`src/rtl/matrix_skewer_if.sv`:
```
// matrix_skewer_if: capture/stream bus between matrix storage and the skewer.
// Master drives start plus the 4x4 matrix; the skewer slave returns the skewed lanes.
interface matrix_skewer_if #(parameter int WIDTH = 32);
   logic             start;
   logic [WIDTH-1:0] m11, m12, m13, m14;
   logic [WIDTH-1:0] m21, m22, m23, m24;
   logic [WIDTH-1:0] m31, m32, m33, m34;
   logic [WIDTH-1:0] m41, m42, m43, m44;
   logic [WIDTH-1:0] d1, d2, d3, d4;
   logic             v1, v2, v3, v4;
   logic [2:0]       step;
   logic             busy, done;
   modport master (
      output start, m11, m12, m13, m14, m21, m22, m23, m24,
             m31, m32, m33, m34, m41, m42, m43, m44,
      input  d1, d2, d3, d4, v1, v2, v3, v4, step, busy, done
   );
   modport slave (
      input  start, m11, m12, m13, m14, m21, m22, m23, m24,
             m31, m32, m33, m34, m41, m42, m43, m44,
      output d1, d2, d3, d4, v1, v2, v3, v4, step, busy, done
   );
endinterface

```
`src/rtl/matrix_skewer.sv`:
```
// matrix_skewer: captures a 4x4 matrix and replays it as a 7-step diagonal skew on 4 lanes.
// Lane k at step t carries m[k+max(0,t-3)][t-row] while k < min(t+1, 7-t).
module matrix_skewer #(parameter int WIDTH = 32) (
   input  logic           clk,
   input  logic           rst_n,
   matrix_skewer_if.slave bus
);
   typedef enum logic [1:0] {IDLE, LOAD, STREAM} state_t;
   state_t           r_state;
   logic [WIDTH-1:0] r_m [16];
   logic [WIDTH-1:0] w_in [16];
   logic [WIDTH-1:0] r_d [4];
   logic [WIDTH-1:0] w_d [4];
   logic [3:0]       r_v, w_v;
   logic [2:0]       r_step, w_t, w_n;
   logic [1:0]       w_off;
   logic [1:0]       w_row [4];
   logic [1:0]       w_col [4];
   logic             r_busy, r_done;
   assign w_in = '{bus.m11, bus.m12, bus.m13, bus.m14, bus.m21, bus.m22, bus.m23, bus.m24,
                   bus.m31, bus.m32, bus.m33, bus.m34, bus.m41, bus.m42, bus.m43, bus.m44};
   // w_t is the step about to be displayed after the coming edge
   assign w_t   = (r_state == LOAD) ? 3'd0 : r_step + 3'd1;
   assign w_n   = (w_t < 3'd4) ? w_t + 3'd1 : 3'd7 - w_t;
   assign w_off = (w_t > 3'd3) ? 2'(w_t - 3'd3) : 2'd0;
   for (genvar k = 0; k < 4; k++) begin : g_lane
      assign w_row[k] = 2'(k) + w_off;
      assign w_col[k] = 2'(w_t - {1'b0, w_row[k]});
      assign w_v[k]   = 3'(k) < w_n;
      assign w_d[k]   = w_v[k] ? r_m[{w_row[k], w_col[k]}] : '0;
   end
   always_ff @(posedge clk) begin
      if (!rst_n) begin
         r_state <= IDLE;
         r_step  <= '0;
         r_busy  <= 1'b0;
         r_done  <= 1'b0;
         r_v     <= '0;
         r_d     <= '{default: '0};
         r_m     <= '{default: '0};
      end else begin
         case (r_state)
            IDLE: if (bus.start) begin
               r_m     <= w_in;
               r_busy  <= 1'b1;
               r_state <= LOAD;
            end
            LOAD: begin
               r_step  <= w_t;
               r_d     <= w_d;
               r_v     <= w_v;
               r_done  <= 1'b0;
               r_state <= STREAM;
            end
            STREAM: if (r_step == 3'd6) begin
               r_step <= '0;
               r_d    <= '{default: '0};
               r_v    <= '0;
               r_done <= 1'b0;
               // the edge that ends a stream can already accept the next one
               if (bus.start) begin
                  r_m     <= w_in;
                  r_state <= LOAD;
               end else begin
                  r_busy  <= 1'b0;
                  r_state <= IDLE;
               end
            end else begin
               r_step <= w_t;
               r_d    <= w_d;
               r_v    <= w_v;
               r_done <= (w_t == 3'd6);
            end
            default: r_state <= IDLE;
         endcase
      end
   end
   assign {bus.d4, bus.d3, bus.d2, bus.d1} = {r_d[3], r_d[2], r_d[1], r_d[0]};
   assign {bus.v4, bus.v3, bus.v2, bus.v1} = r_v;
   assign bus.step = r_step;
   assign bus.busy = r_busy;
   assign bus.done = r_done;
endmodule

```
`src/flat_wrapper.sv`:
```
// flat-port wrapper written by rule: the top's interface ports become plain ports
module matrix_skewer_flat 
#(parameter int WIDTH = 32)
  (clk, rst_n, bus_start, bus_m11, bus_m12, bus_m13, bus_m14, bus_m21, bus_m22, bus_m23, bus_m24, bus_m31, bus_m32, bus_m33, bus_m34, bus_m41, bus_m42, bus_m43, bus_m44, bus_d1, bus_d2, bus_d3, bus_d4, bus_v1, bus_v2, bus_v3, bus_v4, bus_step, bus_busy, bus_done);
  matrix_skewer_if #(.WIDTH(WIDTH)) bus_i ();
  input  logic clk;
  input  logic rst_n;
  input wire logic [$bits(bus_i.start)-1:0] bus_start;
  input wire logic [$bits(bus_i.m11)-1:0] bus_m11;
  input wire logic [$bits(bus_i.m12)-1:0] bus_m12;
  input wire logic [$bits(bus_i.m13)-1:0] bus_m13;
  input wire logic [$bits(bus_i.m14)-1:0] bus_m14;
  input wire logic [$bits(bus_i.m21)-1:0] bus_m21;
  input wire logic [$bits(bus_i.m22)-1:0] bus_m22;
  input wire logic [$bits(bus_i.m23)-1:0] bus_m23;
  input wire logic [$bits(bus_i.m24)-1:0] bus_m24;
  input wire logic [$bits(bus_i.m31)-1:0] bus_m31;
  input wire logic [$bits(bus_i.m32)-1:0] bus_m32;
  input wire logic [$bits(bus_i.m33)-1:0] bus_m33;
  input wire logic [$bits(bus_i.m34)-1:0] bus_m34;
  input wire logic [$bits(bus_i.m41)-1:0] bus_m41;
  input wire logic [$bits(bus_i.m42)-1:0] bus_m42;
  input wire logic [$bits(bus_i.m43)-1:0] bus_m43;
  input wire logic [$bits(bus_i.m44)-1:0] bus_m44;
  output wire logic [$bits(bus_i.d1)-1:0] bus_d1;
  output wire logic [$bits(bus_i.d2)-1:0] bus_d2;
  output wire logic [$bits(bus_i.d3)-1:0] bus_d3;
  output wire logic [$bits(bus_i.d4)-1:0] bus_d4;
  output wire logic [$bits(bus_i.v1)-1:0] bus_v1;
  output wire logic [$bits(bus_i.v2)-1:0] bus_v2;
  output wire logic [$bits(bus_i.v3)-1:0] bus_v3;
  output wire logic [$bits(bus_i.v4)-1:0] bus_v4;
  output wire logic [$bits(bus_i.step)-1:0] bus_step;
  output wire logic [$bits(bus_i.busy)-1:0] bus_busy;
  output wire logic [$bits(bus_i.done)-1:0] bus_done;
  assign bus_i.start = bus_start;
  assign bus_i.m11 = bus_m11;
  assign bus_i.m12 = bus_m12;
  assign bus_i.m13 = bus_m13;
  assign bus_i.m14 = bus_m14;
  assign bus_i.m21 = bus_m21;
  assign bus_i.m22 = bus_m22;
  assign bus_i.m23 = bus_m23;
  assign bus_i.m24 = bus_m24;
  assign bus_i.m31 = bus_m31;
  assign bus_i.m32 = bus_m32;
  assign bus_i.m33 = bus_m33;
  assign bus_i.m34 = bus_m34;
  assign bus_i.m41 = bus_m41;
  assign bus_i.m42 = bus_m42;
  assign bus_i.m43 = bus_m43;
  assign bus_i.m44 = bus_m44;
  assign bus_d1 = bus_i.d1;
  assign bus_d2 = bus_i.d2;
  assign bus_d3 = bus_i.d3;
  assign bus_d4 = bus_i.d4;
  assign bus_v1 = bus_i.v1;
  assign bus_v2 = bus_i.v2;
  assign bus_v3 = bus_i.v3;
  assign bus_v4 = bus_i.v4;
  assign bus_step = bus_i.step;
  assign bus_busy = bus_i.busy;
  assign bus_done = bus_i.done;
  matrix_skewer #(.WIDTH(WIDTH)) u_core (.clk(clk), .rst_n(rst_n), .bus(bus_i));
endmodule
```
`config.mk`:
```
export PLATFORM = sky130hd
export DESIGN_NAME = matrix_skewer_flat
export DESIGN_NICKNAME = d
export VERILOG_FILES = /design/src/rtl/matrix_skewer_if.sv /design/src/rtl/matrix_skewer.sv /design/src/flat_wrapper.sv
export SDC_FILE = /design/constraint.sdc
export NUM_CORES = 2
export LEC_CHECK = 0
export CORE_MARGIN = 2
export CORE_UTILIZATION = 45
export CTS_BUF_LIST = sky130_fd_sc_hd__clkbuf_8
export CTS_CLUSTER_DIAMETER = 150
export DETAILED_ROUTE_END_ITERATION = 10
export PLACE_DENSITY = 0.71
export RECOVER_POWER = 50
export SYNTH_ARGS = -nofsm -noshare
export SYNTH_HDL_FRONTEND = slang
export SYNTH_SLANG_ARGS = --single-unit
```
`constraint.sdc`:
```
create_clock -name clk -period 7.99 [get_ports clk]
set_input_delay 1.1985 -clock clk [delete_from_list [all_inputs] [get_ports clk]]
set_output_delay 1.1985 -clock clk [all_outputs]
set_load 0.05 [all_outputs]
```
Yosys cells after proc, flatten, opt, wreduce, memory -nomap -nowiden
Index checks and enable logic that the tools add are counted.
{ "classes": {"addsub": 11, "muxes": 38, "bitwise": 4, "n_reduce_logical": 6, "order_cmp": 10, "n_eq_ne": 7} }
{ "op_table": {"columns": ["cell", "count"], "rows": [
  ["$mux W512", 2],
  ["$pmux W512 S2", 1],
  ["$bmux W32 S4", 4],
  ["$mux W32", 12],
  ["$pmux W128 S2", 1],
  ["$mux W128", 1],
  ["$ge A5 B5 Y1 const B", 4],
  ["$not A4 Y5", 4],
  ["$mux W3", 3],
  ["$pmux W4 S2", 1],
  ["$sub A2 B2 Y2", 4],
  ["$add A3 B1 Y3 const B", 2],
  ["$eq A3 B3 Y1 const B", 2],
  ["$lt A1 B3 Y1 const A", 2],
  ["$lt A2 B3 Y1 const A", 2],
  ["$mux W2", 3],
  ["$pmux W2 S3", 1],
  ["$pmux W3 S2", 1],
  ["$mux W1", 5],
  ["$add A2 B2 Y2 const A", 2],
  ["$mux W4", 1],
  ["$ne A2 B2 Y1 const B", 2],
  ["$pmux W1 S2", 2],
  ["$reduce_and A2 Y1", 2],
  ["other kinds (11)", 12]
]} }
{ "totals": {"reg_bits": 651, "input_bits": 515, "output_inout_bits": 137} }

Longest topological paths before layout
{ "depth": {"word_depth": 13, "mapped_depth": 17, "mapped_depth_nobuf": 12} }

Least setup slack after synthesis
OpenSTA, ideal clock, no wires.
{ "synth_path": {"kind": "register -> register", "from": "reg u_core.r_step[0] (netlist: u_core.bus.step[0])", "to": "reg u_core.r_d, in the netlist u_core.bus.d1[0]", "arrival_ns": 3.732, "slack_ns": 4.132, "setup_time_ns": 0.126, "n_path_buf": 6, "path_stages_with_launch": 15, "synth_period_minus_slack_ns": 3.858, "required_time_ns": 7.864, "path_cell_list": "dfxtp_1 > buf_2 > buf_1 > inv_1 > ha_1 > buf_2 > nor2_1 > ha_1 > clkbuf_1 > a211oi_2 > clkbuf_1 > buf_1 > o21ai_0 > o2111ai_1 > o21ai_0"} }
{ "synth_between": {"elab_chain_len": 12, "elab_cells_between_ends": 19} }
{ "synth_lines": {"columns": ["element", "line_no", "source"], "rows": [
  ["start: declaration", "matrix_skewer.sv:15", "logic [2:0] r_step, w_t, w_n;"],
  ["start signal: assignment", "matrix_skewer.sv:49", "r_step <= w_t;"],
  ["start signal: assignment", "matrix_skewer.sv:69", "r_step <= w_t;"],
  ["$add A3 B1 Y3", "matrix_skewer.sv:23", "assign w_t = (r_state == LOAD) ? 3'd0 : r_step + 3'd1;"],
  ["$mux W3", "matrix_skewer.sv:23", null],
  ["$gt A3 B2 Y1 or $sub A2 B2 Y2 (tied branches)", "matrix_skewer.sv:25", "assign w_off = (w_t > 3'd3) ? 2'(w_t - 3'd3) : 2'd0;"],
  ["$mux W2", "matrix_skewer.sv:25", null],
  ["$sub A2 B2 Y2", "matrix_skewer.sv:28", "assign w_col[k] = 2'(w_t - {1'b0, w_row[k]});"],
  ["$not A4 Y5 (not written as such)", "matrix_skewer.sv:30", "assign w_d[k] = w_v[k] ? r_m[{w_row[k], w_col[k]}] : '0;"],
  ["$bmux W32 S4", "matrix_skewer.sv:30", null],
  ["$mux W32 (not written as such) (2 in a row)", "matrix_skewer.sv:30", null],
  ["$mux W32", "matrix_skewer.sv:30", null],
  ["$mux W128", "matrix_skewer.sv:55", "STREAM: if (r_step == 3'd6) begin"],
  ["$pmux W128 S2 *", "matrix_skewer.sv:42", "case (r_state)"],
  ["end signal: assignment", "matrix_skewer.sv:50", "r_d <= w_d;"],
  ["end signal: assignment", "matrix_skewer.sv:70", "r_d <= w_d;"],
  ["end: declaration", "matrix_skewer.sv:12", "logic [WIDTH-1:0] r_d [4];"]
]} }
Mark *: on every way between the ends. The rest lies on a longest branch, timed or not. The select of a mux whose other input is x is not followed.
A chain may end at the register's enable or synchronous reset.

Final worst setup path
{ "layout_path": {"from": "reg u_core.r_state[1]", "to": "reg u_core.r_d, in the netlist u_core.bus.d4[16]"} }
{ "layout_between": {"elab_chain_len": 13, "elab_cells_between_ends": 21} }
{ "layout_lines": {"columns": ["element", "line_no", "source"], "rows": [
  ["start: declaration", "matrix_skewer.sv:9", "state_t r_state;"],
  ["start signal: assignment", "matrix_skewer.sv:34", "r_state <= IDLE;"],
  ["start signal: assignment", "matrix_skewer.sv:46", "r_state <= LOAD;"],
  ["start signal: assignment", "matrix_skewer.sv:53", "r_state <= STREAM;"],
  ["$eq A2 B1 Y1", "matrix_skewer.sv:23, matrix_skewer.sv:42", null],
  ["$mux W3", "matrix_skewer.sv:23", null],
  ["$gt A3 B2 Y1 or $sub A2 B2 Y2 (tied branches)", "matrix_skewer.sv:25", null],
  ["$mux W2", "matrix_skewer.sv:25", null],
  ["$add A2 B2 Y2", "matrix_skewer.sv:27", "assign w_row[k] = 2'(k) + w_off;"],
  ["$sub A2 B2 Y2", "matrix_skewer.sv:28", null],
  ["$not A4 Y5 (not written as such)", "matrix_skewer.sv:30", null],
  ["$bmux W32 S4", "matrix_skewer.sv:30", null],
  ["$mux W32 (not written as such) (2 in a row)", "matrix_skewer.sv:30", null],
  ["$mux W32", "matrix_skewer.sv:30", null],
  ["$mux W128", "matrix_skewer.sv:55", null],
  ["$pmux W128 S2", "matrix_skewer.sv:42", null]
]} }
Several ways; a longest one is shown, not always the timed one. The select of a mux whose other input is x is not followed.

==> results <==
- The flow ran to the end, but the final reports show violations.
- The final reports fail on max-capacitance violations, max-slew violations.
- The clock-pin slew on the worst setup and hold paths is 70 ps.
- The combined flip-flop and latch cell area is 13000 sq um.
- For this configuration, the core starts out at a cell density of 45.3%.
- The pin count of the biggest net entering global routing is 238.
- Counting the fill cells in the layout gives 6674.
- The clock arrives with 36.1 ps of skew.
- The number of hold buffers added after CTS was 0.
- Timing analysis after detailed placement gives a worst setup slack of 3090 ps.
- The largest fanout on the critical path is 33.
- The wire length of the first global-routing pass is 238 mm.
- On the critical path the largest part of the delay comes from simple AND/OR/NAND/NOR gates.
- Cells with a size suffix above 1 make up 6.02% of the layout.
- The number of optimization iterations in the first detailed-route pass is 6.
- Once detailed placement completed, the half-perimeter wirelength came to 131 mm.
- The number of endpoints with negative hold slack in the final report is 0.
- After clock tree synthesis, the setup repair step added 0 buffers.
- The minimum period implied by the final worst setup slack is 6410 ps.
- The Yosys step of the flow raised 0 warnings.
- The number of antenna violations at the first check in global routing came to 17.
- For the worst setup path, the data required time is 8670 ps.
- The cell area after technology mapping is 32200 sq um.
- The tightest min-delay check is of the reg2reg type.
- The routed wire length is 174 mm.
- The top achievable clock speed is 156 MHz.
- The insertion delay to the later sink of the worst-skew pair is 770 ps.
- The maximum count of clock buffers along a single path is 3.
- The die extent in y is 272 um.
- STA classifies the critical path endpoint as a flop.
- The count of nets left with antenna violations once routing finished came out at 0.
- Across the run, the number of max-cap violations was 5.
- The post-route fraction of the period consumed by the critical path is 80.2%.
- After detailed routing, the average wire length per cell comes to 31.3 um.
- The part of the Yosys area used for sequential elements is 40.4%.
- The width of the die is 272 um.
- The number of buffers and inverters on the critical path is 2.
- Setup repair after global routing left no endpoint under its margin.
- The number of enable flip-flop cells after synthesis is 0.
- The critical path goes through inv_1 > ha_1 > clkbuf_1 > nand2_1 > nor2_1 > o21ai_0 > a21boi_1.
- Leaving out fill and tap cells, the most frequent cells in the layout are 1308 x sky130_fd_sc_hd__nand2_1, 651 x sky130_fd_sc_hd__dfxtp_1, 519 x sky130_fd_sc_hd__a21boi_0, 514 x sky130_fd_sc_hd__clkdlybuf4s50_1, 185 x sky130_fd_sc_hd__mux2i_1.
- The critical path in this run is classified as reg2reg.
- The leakage power of the design is 15.9 nW.
- The final estimated routing congestion in global placement is 1.07.
- The leading cell type in the layout, fill and taps excluded is sky130_fd_sc_hd__nand2_1.
- For this run, the slowest stage of the critical path takes 2110 ps.
- Data arrives at the worst endpoint at 7100 ps.
- The setup violation total in the final timing report is 0.
- For this block, the initial DRC count from the detailed router was 4294.
- After layout, the worst setup slack is 1580 ps.
- The nature of the critical path startpoint is a flop.
- Relative to the synthesized area, the layout overhead comes to 28.1%.
- In the routed design, unresolved DRC markers number 0.
- The clock buffer count from CTS is 111.
- The power per standard cell area is 244 nW/um^2.
- The average instance in the mapped netlist occupies 7.93 sq um.
- After global routing the overflow that remains totals 0.
- The CTS tree is yes.
- In the synthesized netlist, the number of instances is 4067.
- The number of global-route vias before repair was 31383.
- The die covers 73800 sq um.
- The number of gates resized after CTS was 0.
- The most used flip-flop cell after synthesis is sky130_fd_sc_hd__dfxtp_1.
- Input and output buffers added on the ports amount to 651.
- 652 I/O pins were placed.
- The cell at the slowest stage of the critical path is sky130_fd_sc_hd__nor2_1.
- The cell sitting at the root of the clock tree is a sky130_fd_sc_hd__clkbuf_8.
- The number of pins with negative max-slew slack in the final report is 378.
- The H-tree was split into 3 levels.
- Yosys mapped the design onto 72 distinct sky130hd cell types.
- The number of clock sinks seen by CTS is 651.
- Synthesis inferred 651 register bits.
- In the final layout, the multi-input gates occupy 17700 sq um.
- The slew at the pin closest to its max-slew limit is 2660 ps.
- The number of rows created at floorplan is 98.
- For the final routed database, the setup TNS stands at 0 ps.
- The worst-case headroom to the max-slew limit is -78.2%.
- Across all layers, the routed design uses 34054 vias.
- Across the VDD grid, the largest voltage drop is 0.188 mV.
- The via density per instance is 6.13.
- Global routing used 45.3% of the available tracks.
- The region available for standard cell placement spans 71200 sq um.
- The fraction of registers with async set or reset after synthesis is 0%.
- The total nets after synthesis is 4591.
- The final net count is 5041.
==> cells by family after synthesis <==
| group | count (synthesis) | synth area share, % |
|---|---|---|
| XOR/XNOR | 4 | 0.155 |
| AO/OA/AOI/OAI | 1177 | 25.6 |
| AND/OR/NAND/NOR | 1626 | 20.4 |
| adder cells (fa/ha/maj) | 9 | 0.349 |
| buffers and inverters | 369 | 5.06 |
| multiplexers | 231 | 8.01 |
| flip-flops | 651 | 40.4 |
==> worst paths after layout <==
path / from / endpoint / slack (ps) / depth (start not counted)
max reg2reg: u_core.r_state[1] / u_core.bus.d4[16] / 1580 / 7
max: u_core.r_state[1] / u_core.bus.d4[16] / 1580 / 7
min: u_core.bus.d3[19] / u_core.bus.d3[19] / 450 / 2
min reg2reg: u_core.bus.d3[19] / u_core.bus.d3[19] / 450 / 2
==> Yosys cell counts (4+ instances only) <==
cell                        instances  area share [%]
sky130_fd_sc_hd__a21o_1             4           0.093
sky130_fd_sc_hd__o221ai_1          58             1.6
sky130_fd_sc_hd__nand2b_1          36            0.70
sky130_fd_sc_hd__nor4_1             4           0.078
sky130_fd_sc_hd__buf_2             49            0.76
sky130_fd_sc_hd__nand2_1         1313              15
sky130_fd_sc_hd__o21a_1             8            0.19
sky130_fd_sc_hd__mux2_1             4            0.14
sky130_fd_sc_hd__a221oi_1          57             1.5
sky130_fd_sc_hd__nor2b_1           36            0.70
sky130_fd_sc_hd__a32oi_1           12            0.33
sky130_fd_sc_hd__dfxtp_1          651              40
sky130_fd_sc_hd__nor3_1            17            0.26
sky130_fd_sc_hd__mux2i_1          185             5.7
sky130_fd_sc_hd__inv_1              9            0.10
sky130_fd_sc_hd__nor2_1            92             1.1
sky130_fd_sc_hd__buf_1             11            0.13
sky130_fd_sc_hd__a21boi_0         519              12
sky130_fd_sc_hd__a211oi_1          12            0.28
sky130_fd_sc_hd__a31oi_1           30            0.58
sky130_fd_sc_hd__o21ai_1           52            0.81
sky130_fd_sc_hd__o22ai_1           31            0.60
sky130_fd_sc_hd__buf_6             15            0.52
sky130_fd_sc_hd__mux4_2            19             1.3
sky130_fd_sc_hd__and2_1             9            0.17
sky130_fd_sc_hd__o21ai_0          158             2.5
sky130_fd_sc_hd__nor3b_1            8            0.19
sky130_fd_sc_hd__nand4_1           15            0.29
sky130_fd_sc_hd__ha_1               9            0.35
sky130_fd_sc_hd__o31ai_1           11            0.26
sky130_fd_sc_hd__buf_4             19            0.44
sky130_fd_sc_hd__a2bb2oi_1          4            0.11
sky130_fd_sc_hd__mux2_2            23            0.80
sky130_fd_sc_hd__clkbuf_1         263             3.1
sky130_fd_sc_hd__o211ai_1          16            0.37
sky130_fd_sc_hd__a311oi_1          15            0.41
sky130_fd_sc_hd__and3_1            19            0.37
sky130_fd_sc_hd__nand3_1           61            0.95
sky130_fd_sc_hd__a221o_1            5            0.16
sky130_fd_sc_hd__a21boi_1          41            0.95
sky130_fd_sc_hd__a22oi_1            6            0.14
sky130_fd_sc_hd__a21oi_1          106             1.6
sky130_fd_sc_hd__o2111ai_1         11            0.30
==> worst reg2reg max path, stage by stage, from the launching register on <==
cell                       delay (ps)
sky130_fd_sc_hd__dfxtp_1          390
sky130_fd_sc_hd__inv_1             90
sky130_fd_sc_hd__ha_1            1080
sky130_fd_sc_hd__clkbuf_1        1360
sky130_fd_sc_hd__nand2_1          490
sky130_fd_sc_hd__nor2_1          2110
sky130_fd_sc_hd__o21ai_0          560
sky130_fd_sc_hd__a21boi_1         260
==> metrics by stage <==
stage,hold WS (ps),utilization (%),power (mW),cells,instance area (sq um)
5_1_grt,473,58.0,10.3,5552,41300
3_5_place_dp,442,54.7,6.82,5354,39000
4_1_cts,451,58.0,9.95,5551,41300
2_1_floorplan,440,-,5.46,4067,32200
6_report,449,58.0,10.1,5557,41300
3_3_place_gp,437,54.7,6.81,5354,39000
==> registers in the layout (all words and copies together), names as in the netlist <==
| signal | flops |
|---|---|
| u_core.r_v | 4 |
| u_core.r_m | 512 |
| u_core.r_state | 2 |
| u_core.bus.d2 | 32 |
| u_core.bus.d4 | 32 |
| u_core.bus.d1 | 32 |
| u_core.bus.busy | 1 |
| u_core.bus.done | 1 |
| u_core.bus.d3 | 32 |
| u_core.bus.step | 3 |
==> per-layer routing <==
metal	GRT usage, %	wire length [um]	vias up
met2	68.5	74800	2164
met4	31.7	15000	10
met3	11.9	18500	548
met5	0	66	-
li1	-	-	14965
met1	56.3	65700	16367
==> layout make-up <==
type / instances / share of cell area (%)
Antenna cell: 6 / 0.0364
Clock buffer: 142 / 4.73
Clock inverter: 55 / 0.894
Inverter: 12 / 0.109
Multi-Input combinational cell: 3047 / 42.9
Sequential cell: 651 / 31.6
Tap cell: 950 / 2.88
Timing Repair Buffer: 694 / 16.9
==> power by group <==
part	internal, mW	switching (mW)	total (mW)
logic	0.970	2.00	2.97
clock network	1.72	1.47	3.18
registers	3.51	0.401	3.91
total	6.20	3.87	10.1
Power figures use the tool's default switching activity.
